`src/rtl/axi_pkg.sv`:
```
// Shared AXI4 definitions for the axi_rw_burst master.
// Holds the AXI burst, prot, cache and size encodings used on the bus,
// the OKAY response code, and the read / write FSM state enums.
package axi_pkg;

  // Burst type: every transfer is issued as INCR (single beats use len 0)
  localparam logic [1:0] AXI_BURST_INCR = 2'b01;

  // Unprivileged, secure, data access
  localparam logic [2:0] AXI_PROT_DEFAULT = 3'b000;

  // Normal non-cacheable, modifiable
  localparam logic [3:0] AXI_CACHE_DEFAULT = 4'b0010;

  // Transfer size encodings (log2 of bytes per beat) for the supported buses
  localparam logic [2:0] AXI_SIZE_32 = 3'd2;
  localparam logic [2:0] AXI_SIZE_64 = 3'd3;

  localparam logic [1:0] AXI_RESP_OKAY = 2'b00;

  typedef enum logic [1:0] {
    RD_IDLE,
    RD_AR,
    RD_R,
    RD_RESP
  } rd_state_e;

  typedef enum logic [1:0] {
    WR_IDLE,
    WR_AW_W,
    WR_B,
    WR_RESP
  } wr_state_e;

  // Full-bus beat size for a given data width (32 or 64 bits)
  function automatic logic [2:0] axi_bus_size(input int data_width);
    return (data_width == 64) ? AXI_SIZE_64 : AXI_SIZE_32;
  endfunction

endpackage

```
`src/rtl/axi_align.sv`:
```
// Byte-lane alignment for single-beat AXI transfers.
// Ports:
//   offset   - low address bits selecting the first byte lane
//   size     - log2 of the transfer size in bytes
//   data_in  - right-aligned data (write) or raw bus data (read)
//   strb     - byte-lane strobes covering the transfer
//   data_out - write: data moved up to its lanes; read: data moved down to
//              bit 0 and masked to the transfer size
module axi_align #(
  parameter int DATA_WIDTH = 64,
  parameter bit READ       = 1'b0
) (
  input  logic [$clog2(DATA_WIDTH/8)-1:0] offset,
  input  logic [2:0]                      size,
  input  logic [DATA_WIDTH-1:0]           data_in,
  output logic [DATA_WIDTH/8-1:0]         strb,
  output logic [DATA_WIDTH-1:0]           data_out
);

  localparam int STRB_W = DATA_WIDTH / 8;
  localparam int OFF_W  = $clog2(STRB_W);

  logic [STRB_W-1:0]     byte_en;
  logic [DATA_WIDTH-1:0] byte_mask;
  logic [OFF_W+2:0]      bit_shift;

  // Bytes covered by the transfer, counted from lane 0
  always_comb begin
    for (int b = 0; b < STRB_W; b++) begin
      byte_en[b] = (b < (32'(1) << size));
    end
  end

  genvar gi;
  generate
    for (gi = 0; gi < STRB_W; gi++) begin : g_mask
      assign byte_mask[gi*8 +: 8] = {8{byte_en[gi]}};
    end
  endgenerate

  assign bit_shift = {offset, 3'b000};
  assign strb      = byte_en << offset;

  always_comb begin
    if (READ) begin
      data_out = (data_in >> bit_shift) & byte_mask;
    end else begin
      data_out = (data_in << bit_shift) & (byte_mask << bit_shift);
    end
  end

endmodule

```
`src/rtl/axi_rw_burst.sv`:
```
// AXI4 master issuing one read or write at a time, either a single beat of
// 1..DATA_WIDTH/8 bytes or a full line burst of BURST_LEN beats.
// Ports:
//   clock, reset           - clock and synchronous active-high reset
//   req_*                  - request handshake, direction, type, address,
//                            single-beat size and write data
//   resp_valid/rdata/err   - one-cycle completion pulse with read data and
//                            sticky error flag
//   aw_*, w_*, b_*, ar_*, r_* - AXI4 master interface
module axi_rw_burst
  import axi_pkg::*;
#(
  parameter int DATA_WIDTH = 64,
  parameter int ADDR_WIDTH = 32,
  parameter int ID_WIDTH   = 4,
  parameter int BURST_LEN  = 4
) (
  input  logic                            clock,
  input  logic                            reset,
  input  logic                            req_valid,
  output logic                            req_ready,
  input  logic                            req_write,
  input  logic                            req_burst,
  input  logic [ADDR_WIDTH-1:0]           req_addr,
  input  logic [2:0]                      req_size,
  input  logic [DATA_WIDTH*BURST_LEN-1:0] req_wdata,
  output logic                            resp_valid,
  output logic [DATA_WIDTH*BURST_LEN-1:0] resp_rdata,
  output logic                            resp_err,
  output logic [ID_WIDTH-1:0]             aw_id,
  output logic [ADDR_WIDTH-1:0]           aw_addr,
  output logic [7:0]                      aw_len,
  output logic [2:0]                      aw_size,
  output logic [1:0]                      aw_burst,
  output logic                            aw_lock,
  output logic [3:0]                      aw_cache,
  output logic [2:0]                      aw_prot,
  output logic [3:0]                      aw_qos,
  output logic [3:0]                      aw_region,
  output logic [0:0]                      aw_user,
  output logic                            aw_valid,
  input  logic                            aw_ready,
  output logic [DATA_WIDTH-1:0]           w_data,
  output logic [DATA_WIDTH/8-1:0]         w_strb,
  output logic                            w_last,
  output logic [0:0]                      w_user,
  output logic                            w_valid,
  input  logic                            w_ready,
  input  logic [ID_WIDTH-1:0]             b_id,
  input  logic [1:0]                      b_resp,
  input  logic                            b_valid,
  output logic                            b_ready,
  output logic [ID_WIDTH-1:0]             ar_id,
  output logic [ADDR_WIDTH-1:0]           ar_addr,
  output logic [7:0]                      ar_len,
  output logic [2:0]                      ar_size,
  output logic [1:0]                      ar_burst,
  output logic                            ar_lock,
  output logic [3:0]                      ar_cache,
  output logic [2:0]                      ar_prot,
  output logic [3:0]                      ar_qos,
  output logic [3:0]                      ar_region,
  output logic [0:0]                      ar_user,
  output logic                            ar_valid,
  input  logic                            ar_ready,
  input  logic [ID_WIDTH-1:0]             r_id,
  input  logic [DATA_WIDTH-1:0]           r_data,
  input  logic [1:0]                      r_resp,
  input  logic                            r_last,
  input  logic                            r_valid,
  output logic                            r_ready
);

  localparam int STRB_W  = DATA_WIDTH / 8;
  localparam int OFF_W   = $clog2(STRB_W);
  localparam int LINE_W  = $clog2(BURST_LEN * STRB_W);
  localparam int CNT_W   = $clog2(BURST_LEN);
  localparam int LINE_DW = DATA_WIDTH * BURST_LEN;
  localparam logic [2:0]       BUS_SIZE  = axi_bus_size(DATA_WIDTH);
  localparam logic [CNT_W-1:0] LAST_BEAT = CNT_W'(BURST_LEN - 1);

  rd_state_e rd_state_q, rd_state_d;
  wr_state_e wr_state_q, wr_state_d;

  logic [ADDR_WIDTH-1:0] addr_q, addr_d;
  logic [2:0]            size_q, size_d;
  logic                  burst_q, burst_d;
  logic                  write_q, write_d;
  logic [LINE_DW-1:0]    wdata_q, wdata_d;
  logic [LINE_DW-1:0]    rdata_q, rdata_d;
  logic [CNT_W-1:0]      cnt_q, cnt_d;
  logic                  aw_done_q, aw_done_d;
  logic                  w_done_q, w_done_d;
  logic                  err_q, err_d;

  logic req_hs, aw_hs, w_hs, b_hs, r_hs;
  logic final_beat;
  logic [ADDR_WIDTH-1:0] xfer_addr;
  logic [STRB_W-1:0]     wr_strb;
  logic [DATA_WIDTH-1:0] wr_aligned;
  logic [DATA_WIDTH-1:0] rd_aligned;
  logic [STRB_W-1:0]     unused_rd_strb;

  assign req_ready = (rd_state_q == RD_IDLE) && (wr_state_q == WR_IDLE) && !reset;
  assign req_hs    = req_valid && req_ready;
  assign aw_hs     = aw_valid && aw_ready;
  assign w_hs      = w_valid && w_ready;
  assign b_hs      = b_valid && b_ready;
  assign r_hs      = r_valid && r_ready;

  // The same beat position ends both a burst read and a burst write
  assign final_beat = !burst_q || (cnt_q == LAST_BEAT);

  // Bursts start on a line boundary; singles use the exact byte address
  assign xfer_addr = burst_q ? {addr_q[ADDR_WIDTH-1:LINE_W], {LINE_W{1'b0}}} : addr_q;

  axi_align #(
    .DATA_WIDTH (DATA_WIDTH),
    .READ       (1'b0)
  ) u_wr_align (
    .offset   (addr_q[OFF_W-1:0]),
    .size     (size_q),
    .data_in  (wdata_q[DATA_WIDTH-1:0]),
    .strb     (wr_strb),
    .data_out (wr_aligned)
  );

  axi_align #(
    .DATA_WIDTH (DATA_WIDTH),
    .READ       (1'b1)
  ) u_rd_align (
    .offset   (addr_q[OFF_W-1:0]),
    .size     (size_q),
    .data_in  (r_data),
    .strb     (unused_rd_strb),
    .data_out (rd_aligned)
  );

  // State registers
  always_ff @(posedge clock) begin
    if (reset) begin
      rd_state_q <= RD_IDLE;
      wr_state_q <= WR_IDLE;
    end else begin
      rd_state_q <= rd_state_d;
      wr_state_q <= wr_state_d;
    end
  end

  // Next-state logic; req_ready guarantees only one FSM leaves IDLE
  always_comb begin
    rd_state_d = rd_state_q;
    case (rd_state_q)
      RD_IDLE: if (req_hs && !req_write) rd_state_d = RD_AR;
      RD_AR:   if (ar_ready) rd_state_d = RD_R;
      RD_R:    if (r_hs && final_beat) rd_state_d = RD_RESP;
      RD_RESP: rd_state_d = RD_IDLE;
      default: rd_state_d = RD_IDLE;
    endcase

    wr_state_d = wr_state_q;
    case (wr_state_q)
      WR_IDLE: if (req_hs && req_write) wr_state_d = WR_AW_W;
      WR_AW_W: if ((aw_done_q || aw_hs) && (w_done_q || (w_hs && w_last)))
                 wr_state_d = WR_B;
      WR_B:    if (b_hs) wr_state_d = WR_RESP;
      WR_RESP: wr_state_d = WR_IDLE;
      default: wr_state_d = WR_IDLE;
    endcase
  end

  // State-decoded outputs; AW and W run independently inside AW_W
  always_comb begin
    ar_valid   = (rd_state_q == RD_AR);
    r_ready    = (rd_state_q == RD_R);
    aw_valid   = (wr_state_q == WR_AW_W) && !aw_done_q;
    w_valid    = (wr_state_q == WR_AW_W) && !w_done_q;
    b_ready    = (wr_state_q == WR_B);
    resp_valid = (rd_state_q == RD_RESP) || (wr_state_q == WR_RESP);
  end

  // Datapath
  always_comb begin
    addr_d    = addr_q;
    size_d    = size_q;
    burst_d   = burst_q;
    write_d   = write_q;
    wdata_d   = wdata_q;
    rdata_d   = rdata_q;
    cnt_d     = cnt_q;
    aw_done_d = aw_done_q;
    w_done_d  = w_done_q;
    err_d     = err_q;

    if (req_hs) begin
      addr_d    = req_addr;
      size_d    = req_size;
      burst_d   = req_burst;
      write_d   = req_write;
      wdata_d   = req_wdata;
      cnt_d     = '0;
      aw_done_d = 1'b0;
      w_done_d  = 1'b0;
      err_d     = 1'b0;
    end

    if (aw_hs) aw_done_d = 1'b1;
    if (w_hs && w_last) w_done_d = 1'b1;

    if (write_q ? w_hs : r_hs) cnt_d = cnt_q + 1'b1;

    if (r_hs) begin
      if (burst_q) begin
        rdata_d[cnt_q*DATA_WIDTH +: DATA_WIDTH] = r_data;
      end else begin
        rdata_d = LINE_DW'(rd_aligned);
      end
      // r_last must appear exactly on the beat we expect to be final
      if ((r_resp != AXI_RESP_OKAY) || (r_id != '0) || (r_last != final_beat)) begin
        err_d = 1'b1;
      end
    end

    if (b_hs && ((b_resp != AXI_RESP_OKAY) || (b_id != '0))) err_d = 1'b1;
  end

  always_ff @(posedge clock) begin
    if (reset) begin
      addr_q    <= '0;
      size_q    <= '0;
      burst_q   <= 1'b0;
      write_q   <= 1'b0;
      wdata_q   <= '0;
      rdata_q   <= '0;
      cnt_q     <= '0;
      aw_done_q <= 1'b0;
      w_done_q  <= 1'b0;
      err_q     <= 1'b0;
    end else begin
      addr_q    <= addr_d;
      size_q    <= size_d;
      burst_q   <= burst_d;
      write_q   <= write_d;
      wdata_q   <= wdata_d;
      rdata_q   <= rdata_d;
      cnt_q     <= cnt_d;
      aw_done_q <= aw_done_d;
      w_done_q  <= w_done_d;
      err_q     <= err_d;
    end
  end

  assign resp_rdata = rdata_q;
  assign resp_err   = err_q;

  assign aw_id     = '0;
  assign aw_addr   = xfer_addr;
  assign aw_len    = burst_q ? 8'(BURST_LEN - 1) : 8'd0;
  assign aw_size   = burst_q ? BUS_SIZE : size_q;
  assign aw_burst  = AXI_BURST_INCR;
  assign aw_lock   = 1'b0;
  assign aw_cache  = AXI_CACHE_DEFAULT;
  assign aw_prot   = AXI_PROT_DEFAULT;
  assign aw_qos    = '0;
  assign aw_region = '0;
  assign aw_user   = '0;

  assign w_data = burst_q ? wdata_q[cnt_q*DATA_WIDTH +: DATA_WIDTH] : wr_aligned;
  assign w_strb = burst_q ? {STRB_W{1'b1}} : wr_strb;
  assign w_last = final_beat;
  assign w_user = '0;

  assign ar_id     = '0;
  assign ar_addr   = xfer_addr;
  assign ar_len    = burst_q ? 8'(BURST_LEN - 1) : 8'd0;
  assign ar_size   = burst_q ? BUS_SIZE : size_q;
  assign ar_burst  = AXI_BURST_INCR;
  assign ar_lock   = 1'b0;
  assign ar_cache  = AXI_CACHE_DEFAULT;
  assign ar_prot   = AXI_PROT_DEFAULT;
  assign ar_qos    = '0;
  assign ar_region = '0;
  assign ar_user   = '0;

endmodule

```
`config.mk`:
```
export PLATFORM = sky130hd
export DESIGN_NAME = axi_rw_burst
export DESIGN_NICKNAME = d
export VERILOG_FILES = /design/src/rtl/axi_pkg.sv /design/src/rtl/axi_align.sv /design/src/rtl/axi_rw_burst.sv
export SDC_FILE = /design/constraint.sdc
export NUM_CORES = 1
export LEC_CHECK = 0
export CELL_PAD_IN_SITES_DETAIL_PLACEMENT = 0
export CELL_PAD_IN_SITES_GLOBAL_PLACEMENT = 1
export CORE_AREA = 5 5 325 327
export CTS_BUF_LIST = sky130_fd_sc_hd__clkbuf_4 sky130_fd_sc_hd__clkbuf_8 sky130_fd_sc_hd__clkbuf_16
export CTS_CLUSTER_SIZE = 20
export DETAILED_ROUTE_END_ITERATION = 10
export DIE_AREA = 0 0 330 332
export PLACE_DENSITY_LB_ADDON = 0.1
export SETUP_SLACK_MARGIN = 0.02
export SYNTH_ARGS = -nofsm -noshare
export SYNTH_HDL_FRONTEND = slang
export SYNTH_SLANG_ARGS = --single-unit
```
`constraint.sdc`:
```
create_clock -name clock -period 6.1 [get_ports clock]
set_input_delay 0.61 -clock clock [delete_from_list [all_inputs] [get_ports clock]]
set_output_delay 0.61 -clock clock [all_outputs]
set_load 0.03 [all_outputs]
```
==> flow_summary.toml, run 1 <==
[run_status]
status = "complete, no violations"

[finish]
syn2layout_area_growth_pct = 40.1
drive_gt1_frac = 0.0919
final_net_count = 4036
fillers = 10855

[sta]
setup_viol_count_final = 0
hold_violations = 0
rsz0062_at_grt = "no"
worst_pin_slew_ns = 1.20
setup_tns_ns = 0
slew_headroom = 0.199
finalCritPeriodShare = 0.792
skew_ns = 0.0262
timing.fmax_ghz = 0.207
slew_viol_final = 0
min_period_ns = 4.83

[clocking]
cts-root-buf = "clkbuf_16"
htree_levels = 3
clk_path_buf_depth = 3
cts_hold_repair.buffers = 0
cts_tree = "built"
post_cts_buffers = 0
insertion_delay_ns = 0.64
cts_resized = 0
clkTransAtPathRegs_ns = 0.06
cts_inserted_buffers = 71
clkSinkCount = 558

[critical_path]
crit_arrival_ns = 4.22
reg2reg_to = "resp_rdata[13]"
cp.required_ns = 5.49
crit_chain = "buf_4 > a2111oi_0 > a211oi_1 > and3_1 > a32o_1 > clkdlybuf4s50_1"
rrSetupSlack_ns = 2.58
cp_top_family = "buffers and inverters"
max_stage_delay_ns = 0.81
r2r-start = "cnt_q[1]"
slowest_stage = "dfxtp_4"
reg2regPathDepth = 7
cp-end-kind = "output pin"
crit_buf_inv = 2
path_class = "flip-flop to output pin"
start_kind = "flip-flop"
crit_fanout = 57

[global_routing]
grt_first_pass_wirelength_mm = 190
grt_usage = 0.235
use_met1 = 0.278
grt_max_degree = 150
grt_pass1_vias = 25014
met3_usage = 0.0623
antenna_found_initial = 16
grt.met2_usage = 0.415
grt_overflow_total = 0
top_usage_layer = "met2"

[floorplanning]
die_area_um2 = 110000
ios = 848
rows = 118
core-area_um2 = 103000
start_util = 0.257
die_y_um = 332
die_w_um = 330

[worst_hold_path]
min-delay-start = "reset"
hold_path_end = "resp_rdata[255]"
hold_depth = 2
min_path_type = "input pin to flip-flop"

[synth]
synth-seq-area-share = 0.424
synthArstFlopShare = 0
synth.avg_cell_area_um2 = 8.54
synth-main-ff-cell = "dfxtp_1"
synth_top_area_frac = 0.424
netlist-cell-type-count = 68
synth_top_cell_by_area = "dfxtp_1"
ys_seq_elements = 558
yosys-top-cells-area = "dfxtp_1 42%, nand2_1 9.6%, mux4_2 6.9%"
yosysWarnings = 0
synthCells = 3086
syn-cell-area_um2 = 26400
synth_edf_count = 0

[route]
wire_per_inst_um = 26.7
drcViolationCount = 0
vias = 25427
drt-total-wl_mm = 136
viasPerCell = 5.00
dr.pass1.iters = 5
ant_nets = 0
first_iter_violations = 1960

[power]
p_leak_nw = 12.6
power.density_nw_per_um2 = 330
power_mw = 12.2
ir_drop_v = 0.000209

[placement]
io_buffers = 788
place.gp.congestion = 0.927
dp_hpwl_mm = 98.9

[flow_run]
drv_cap = 0
==> power breakdown <==
part	switching, mW	internal (mW)	leakage [nW]
Sequential	0.443	4.00	4.53
Clock	1.78	2.59	1.21
Combinational	2.11	1.27	6.90
Total	4.33	7.86	12.6
==> kinds of logic after synthesis <==
kind of cell | share of synthesized area
AOI/OAI and AO/OA | 0.206
xor gates and xnor gates | 0.000332
adders and majority gates | 0.00617
buffers and inverters | 0.0826
DFF | 0.424
muxes | 0.124
other | 0.000285
and+or+nand+nor | 0.157
==> sequential cells by signal, summed over array words and instances (netlist names) <==
signal	count
aw_done_q	1
size_q	3
cnt_q	2
w_done_q	1
write_q	1
rd_state_q	2
resp_err	1
resp_rdata	256
burst_q	1
wr_state_q	2
addr_q	32
wdata_q	256
==> routing by layer <==
| metal | vias up | share of wire |
|---|---|---|
| met1 | 12539 | 0.39 |
| met2 | 869 | 0.50 |
| li1 | 11839 | - |
| met5 | - | 0.00066 |
| met3 | 168 | 0.074 |
| met4 | 12 | 0.030 |
==> placed cells by master, fill, tap and decap left out, types with 4 or more instances in the layout <==
| cell | n |
|---|---|
| o21ai_0 | 100 |
| mux2_2 | 52 |
| o221ai_1 | 17 |
| a22oi_1 | 217 |
| buf_12 | 4 |
| o211ai_1 | 9 |
| a221oi_1 | 43 |
| ha_1 | 13 |
| and3_1 | 6 |
| nor2_1 | 259 |
| clkbuf_4 | 19 |
| a22o_1 | 24 |
| o2bb2ai_1 | 8 |
| or2_2 | 5 |
| a211oi_1 | 14 |
| mux2i_1 | 86 |
| nor3_1 | 12 |
| o22ai_1 | 22 |
| dfxtp_4 | 6 |
| o22a_1 | 7 |
| nand2_1 | 669 |
| a21oi_1 | 356 |
| o31ai_1 | 4 |
| inv_1 | 12 |
| a32o_1 | 8 |
| clkbuf_16 | 73 |
| diode_2 | 6 |
| clkdlybuf4s50_1 | 787 |
| nand2b_1 | 28 |
| dfxtp_1 | 552 |
| or3b_2 | 7 |
| clkbuf_8 | 17 |
| clkinv_2 | 6 |
| mux4_2 | 81 |
| conb_1 | 59 |
| buf_4 | 38 |
| nor2b_1 | 8 |
==> through the flow <==
stage                     instance area (um2)  instances  hold WS [ns]   util  setup slack, ns
after floorplan                         26600       3143         0.432      -             3.47
after global placement                  34500       4952         0.440  0.336             2.03
after detailed placement                34500       4952         0.444  0.336             2.02
after CTS                               36900       5079         0.425  0.360             1.32
after global routing                    36900       5083         0.466  0.360             1.10
final                                   36900       5085         0.443  0.360             1.27
==> layout make-up <==
class / instances / area [um2] / area share
timing repair buffer: 830 / 8260 / 0.224
sequential: 558 / 11200 / 0.303
inverter: 14 / 52.6 / 0.00142
tap: 1380 / 1730 / 0.0468
antenna: 6 / 15.0 / 0.000407
clock buffer: 109 / 2200 / 0.0597
clock inverter: 18 / 208 / 0.00562
multi-input combinational: 2170 / 13300 / 0.359
==> worst max path at each step <==
stage                         start         end  slack, ns  depth (start not counted)
after floorplan           addr_q[0]  w_data[41]       3.47                          6
after global placement    addr_q[2]  w_data[53]       2.03                          6
after detailed placement  addr_q[2]  w_data[53]       2.02                          6
after CTS                 addr_q[2]  w_data[53]       1.32                          6
after global routing      addr_q[2]  w_data[48]       1.10                          6
final                     addr_q[2]  w_data[52]       1.27                          6
==> worst register-to-register path: cells and delay by family, from the launching register on <==
family | cells | cell delay (ns)
DFF | 1 | 0.69
adders and majority gates | 1 | 0.50
and+or+nand+nor | 2 | 0.95
AOI/OAI and AO/OA | 2 | 0.34
buffers and inverters | 2 | 0.95
==> synthesized netlist by cell type (13+ instances only) <==
master,instances
a211oi_1,14
a21oi_1,356
a221oi_1,43
a22o_1,24
a22oi_1,217
buf_1,19
buf_2,90
buf_4,133
clkbuf_1,158
dfxtp_1,558
ha_1,13
mux2_2,52
mux2i_1,86
mux4_2,81
nand2_1,671
nand2b_1,28
nor2_1,259
o21ai_0,100
o221ai_1,17
o22ai_1,22
(Power assumes the default switching activity.)
==> inputs of run 2 (changes only) <==
--- a/config.mk
+++ b/config.mk
@@ -7,11 +7,11 @@
 export LEC_CHECK = 0
 export CELL_PAD_IN_SITES_DETAIL_PLACEMENT = 0
 export CELL_PAD_IN_SITES_GLOBAL_PLACEMENT = 1
-export CORE_AREA = 5 5 325 327
+export CORE_AREA = 5 5 329 331
 export CTS_BUF_LIST = sky130_fd_sc_hd__clkbuf_4 sky130_fd_sc_hd__clkbuf_8 sky130_fd_sc_hd__clkbuf_16
 export CTS_CLUSTER_SIZE = 20
 export DETAILED_ROUTE_END_ITERATION = 10
-export DIE_AREA = 0 0 330 332
+export DIE_AREA = 0 0 334 336
 export PLACE_DENSITY_LB_ADDON = 0.1
 export SETUP_SLACK_MARGIN = 0.02
 export SYNTH_ARGS = -nofsm -noshare
==> constraint.sdc (replaced) <==
create_clock -name clock -period 4.6 [get_ports clock]
set_input_delay 0.46 -clock clock [delete_from_list [all_inputs] [get_ports clock]]
set_output_delay 0.46 -clock clock [all_outputs]
set_load 0.03 [all_outputs]
==> run 2 against run 1 <==
  * Global-route usage decreased by 0.73 points
  * Via count decreased by 0.68%
  * Clock power increased by 38%
  * Non-clock buffer count increased by 11
  * Sequential share of layout area decreased by 0.25 points
  * Critical path depth decreased by 1
  * Cell area increased by 0.85%
  * Die area increased by 2.4%
  * Setup slack got worse by 0.93 ns
  * Clock skew decreased by 0.0060 ns
  * Flip-flop and latch count unchanged
  * Clock-buffer cell count decreased by 8
  * Critical endpoint is now w_strb[4]
  * Largest cell class unchanged
  * Highest routed layer unchanged
==> flow_summary.toml, run 2 (same netlist as run 1, synthesis figures left out) <==
[run_status]
status = "complete, no violations"

[global_routing]
use_met1 = 0.268
grt_pass1_vias = 24990
grt_overflow_total = 0
grt_max_degree = 153
grt_first_pass_wirelength_mm = 188
grt_usage = 0.228
antenna_found_initial = 18
met3_usage = 0.0590
grt.met2_usage = 0.408
top_usage_layer = "met2"

[finish]
syn2layout_area_growth_pct = 41.3
final_common_cell = "clkdlybuf4s50_1"
mostFrequentLayoutCells = "787 x clkdlybuf4s50_1, 669 x nand2_1, 552 x dfxtp_1, 356 x a21oi_1, 259 x nor2_1"
final_net_count = 4049
postLayoutCoreUtil = 0.355
drive_gt1_frac = 0.0951

[placement]
io_buffers = 788
dp_hpwl_mm = 98.5
place.gp.congestion = 0.821

[sta]
slew_viol_final = 0
finalCritPeriodShare = 0.927
min_period_ns = 4.26
setup_tns_ns = 0
worst_pin_slew_ns = 1.03
skew_ns = 0.0202
hold_violations = 0
timing.fmax_ghz = 0.235
slew_headroom = 0.311
rsz0062_at_grt = "no"
fin_worst_hold_slack_ns = 0.246
setup_viol_count_final = 0

[clocking]
cts_tree = "built"
cts_resized = 0
htree_levels = 3
cts_hold_repair.buffers = 0
clk_path_buf_depth = 3
cts_inserted_buffers = 73
clkTransAtPathRegs_ns = 0.06
post_cts_buffers = 0
clkSinkCount = 558
cts-root-buf = "clkbuf_16"
insertion_delay_ns = 0.65

[power]
power.density_nw_per_um2 = 441
power_mw = 16.4
ir_drop_v = 0.000213
p_leak_nw = 12.8

[route]
viasPerCell = 4.94
drt-total-wl_mm = 135
drcViolationCount = 0
first_iter_violations = 1624
vias = 25255
ant_nets = 0
wire_per_inst_um = 26.5
dr.pass1.iters = 5

[critical_path]
cp-end-kind = "output pin"
crit_start = "addr_q[1]"
crit_arrival_ns = 3.80
rrSetupSlack_ns = 1.30
start_kind = "flip-flop"
max_stage_delay_ns = 0.84
slowest_stage = "a311oi_2"
path_class = "flip-flop to output pin"
cp.required_ns = 4.14
crit_chain = "nand2b_1 > o22ai_1 > a311oi_2 > nand2_1 > clkdlybuf4s50_1"
r2r-start = "cnt_q[1]"
crit_fanout = 45

[worst_hold_path]
min_path_type = "input pin to flip-flop"
min-delay-start = "reset"

[floorplanning]
die_w_um = 334
ios = 848
die_area_um2 = 112000
rows = 119
core-area_um2 = 105000
start_util = 0.251
die_y_um = 336

[flow_run]
drv_cap = 0
## run 2: changes by cell type in the layout (fill, tap and decap cells not counted)
cell,previous run,this run
inv_4,1,0
clkinv_2,6,14
clkbuf_16,73,77
bufinv_16,2,5
clkinvlp_4,1,2
clkinv_8,3,2
clkbuf_4,19,8
clkinv_4,2,1
inv_6,2,3
clkbuf_8,17,16
buf_12,4,12
diode_2,6,5
buf_4,38,41
## run 2: per-stage QoR
stage | std cells | instance area, um2 | setup slack, ns
6_report | 5108 | 37200 | 0.337
5_1_grt | 5103 | 37200 | 0.167
4_1_cts | 5103 | 37200 | 0.257
3_5_place_dp | 4974 | 34700 | 0.976
3_3_place_gp | 4974 | 34700 | 1.02
2_1_floorplan | 3143 | 26600 | 2.12
## run 2: final timing paths
check,end,cells past startpoint
setup / recovery,w_strb[4],5
setup reg to reg,resp_rdata[60],6
hold / removal,resp_rdata[247],2
hold reg to reg,wdata_q[174],2
## run 2: layout make-up
type / instances / area [um2]
Multi-Input combinational cell: 2170 / 13300
Timing Repair Buffer: 841 / 8440
Inverter: 14 / 52.6
Tap cell: 1391 / 1740
Antenna cell: 5 / 12.5
Clock inverter: 28 / 323
Fill cell: 10977 / 67600
Clock buffer: 101 / 2210
Sequential cell: 558 / 11200
## run 2: worst max-delay path: cells and delay by family, from the launching register on
family | cells | cell delay (ns)
flip-flops | 1 | 0.67
buffers and inverters | 1 | 0.69
AND/OR/NAND/NOR | 2 | 0.81
AO/OA/AOI/OAI | 2 | 1.00
## run 2: power breakdown
part	internal [mW]	switching, mW	total [mW]
Sequential	5.30	0.532	5.84
Clock	3.65	2.39	6.04
Combinational	1.70	2.83	4.53
Total	10.6	5.76	16.4
## run 2: routing by layer
metal	share of wire	vias up
met1	0.40	12371
met4	0.028	12
li1	-	11887
met2	0.51	819
met3	0.069	166
met5	0.00055	-
==> inputs of run 3 (changes only) <==
--- a/config.mk
+++ b/config.mk
@@ -9,10 +9,10 @@
 export CELL_PAD_IN_SITES_GLOBAL_PLACEMENT = 1
 export CORE_AREA = 5 5 329 331
 export CTS_BUF_LIST = sky130_fd_sc_hd__clkbuf_4 sky130_fd_sc_hd__clkbuf_8 sky130_fd_sc_hd__clkbuf_16
-export CTS_CLUSTER_SIZE = 20
+export CTS_CLUSTER_SIZE = 10
 export DETAILED_ROUTE_END_ITERATION = 10
 export DIE_AREA = 0 0 334 336
-export PLACE_DENSITY_LB_ADDON = 0.1
+export PLACE_DENSITY = 0.66
 export SETUP_SLACK_MARGIN = 0.02
 export SYNTH_ARGS = -nofsm -noshare
 export SYNTH_HDL_FRONTEND = slang
==> run 3 against run 2 <==
  * Utilization decreased by 0.32 points
  * Largest power group is now registers
  * Routed wire length decreased by 0.84%
  * Setup slack got worse by 0.051 ns
  * Cell count down 0.29%
  * Global-route usage decreased by 0.23 points
  * Non-clock buffer count increased by 5
  * Critical path type unchanged
==> flow_summary.toml, run 3 (same netlist as run 1, synthesis figures left out) <==
[run_status]
status = "complete, no violations"

[sta]
worst_pin_slew_ns = 1.22
slew_headroom = 0.180
fin_ws_ns = 0.286
skew_ns = 0.0198
min_period_ns = 4.31
finalCritPeriodShare = 0.938
slew_viol_final = 0
setup_tns_ns = 0
setup_viol_count_final = 0
timing.fmax_ghz = 0.232
rsz0062_at_grt = "no"
hold_violations = 0

[clocking]
cts_tree = "built"
cts_resized = 0
post_cts_buffers = 0
cts_hold_repair.buffers = 0
clkTransAtPathRegs_ns = 0.05
cts_inserted_buffers = 71
insertion_delay_ns = 0.63
cts-root-buf = "clkbuf_16"
clkSinkCount = 558
clk_path_buf_depth = 3
htree_levels = 3

[critical_path]
path_class = "flip-flop to output pin"
start_kind = "flip-flop"
crit_arrival_ns = 3.85
rrSetupSlack_ns = 1.31
cp_top_family = "buffers and inverters"
crit_buf_inv = 2
crit_chain = "buf_4 > nor2_1 > a211oi_1 > and3_1 > a32o_1 > clkdlybuf4s50_1"
cp.required_ns = 4.14
reg2regPathDepth = 6
cp-endpoint = "w_data[54]"
cp_num_cells = 6
crit_start = "addr_q[1]"
max_stage_delay_ns = 0.71
cp-end-kind = "output pin"
r2r-start = "cnt_q[1]"
reg2reg_to = "resp_rdata[10]"
slowest_stage = "clkdlybuf4s50_1"
crit_fanout = 56

[global_routing]
grt_first_pass_wirelength_mm = 187
grt_pass1_vias = 24741
antenna_found_initial = 24
grt_max_degree = 162
grt_overflow_total = 0
grt_usage = 0.225

[floorplanning]
die_y_um = 336
ios = 848
rows = 119
die_w_um = 334
core-area_um2 = 105000
die_area_um2 = 112000
start_util = 0.251

[finish]
multi_input_area_um2 = 13300
drive_gt1_frac = 0.0917
syn2layout_area_growth_pct = 40.0
final_net_count = 4052
mostFrequentLayoutCells = "785 x clkdlybuf4s50_1, 669 x nand2_1, 552 x dfxtp_1, 356 x a21oi_1, 259 x nor2_1"
seqCellArea_um2 = 11200
final_common_cell = "clkdlybuf4s50_1"
fillers = 11021

[placement]
dp_slack_ns = 0.953
io_buffers = 788
place.gp.congestion = 0.843
dp_hpwl_mm = 98.4

[power]
power.density_nw_per_um2 = 429
ir_drop_v = 0.000256
p_leak_nw = 12.6

[worst_hold_path]
min_path_type = "input pin to flip-flop"

[route]
drt-total-wl_mm = 134
dr.pass1.iters = 8
first_iter_violations = 1980
drcViolationCount = 0
viasPerCell = 5.01
ant_nets = 0
wire_per_inst_um = 26.4
vias = 25535

[flow_run]
drv_cap = 0
-- run 3: cell count changes in the layout (fill, tap and decap cells not counted), sizes merged --
| cell | delta |
|---|---|
| clkbuf | -8 |
| clkinv | -9 |
| diode | +1 |
| bufinv | -4 |
| clkdlybuf4s50 | -2 |
| clkinvlp | -2 |
| inv | +2 |
| buf | +7 |
-- run 3: cell type report --
type / count / area share
diodes: 6 / 0.000407
clock buffers: 93 / 0.0549
clock inverters: 15 / 0.00417
inverters: 14 / 0.00142
multi-input cells: 2170 / 0.360
flip-flops and latches: 558 / 0.303
well taps: 1391 / 0.0472
repair buffers: 846 / 0.229
-- run 3: worst reg2reg max path, cell delays in order (launching register included) --
cell and delay [ns]:
dfxtp_4 0.66, inv_1 0.46, ha_1 0.50, nor4bb_4 0.55
and3_1 0.68, a22oi_1 0.17, o22ai_1 0.20
-- run 3: worst min path at each step --
stage | to | cells after the start | from
after floorplan | addr_q[3] | 2 | addr_q[3]
final | resp_rdata[93] | 2 | reset
after CTS | resp_rdata[81] | 2 | reset
after detailed placement | addr_q[4] | 2 | addr_q[4]
after global placement | wdata_q[199] | 2 | wdata_q[199]
after global routing | resp_rdata[88] | 2 | reset
-- run 3: report_power, final --
part / internal (mW) / total (mW) / switching [mW]
Clock: 3.15 / 5.38 / 2.23
Combinational: 1.71 / 4.65 / 2.94
Sequential: 5.31 / 5.81 / 0.502
-- run 3: metal layers --
layer	up-vias	wire length [um]	track usage
met2	983	65100	0.386
met3	195	10300	0.0651
li1	11853	-	-
met4	30	3470	0.0563
met5	-	210	0
met1	12474	55100	0.280
-- run 3: through the flow --
stage	cell area, um2	hold WS, ns	utilization	power (mW)	std cells
2_1_floorplan	26600	0.432	-	8.56	3143
3_3_place_gp	34700	0.439	0.331	10.6	4979
3_5_place_dp	34700	0.442	0.331	10.6	4979
4_1_cts	36900	0.194	0.352	16.1	5087
5_1_grt	36900	0.179	0.352	16.6	5088
6_report	36900	0.228	0.352	15.8	5093
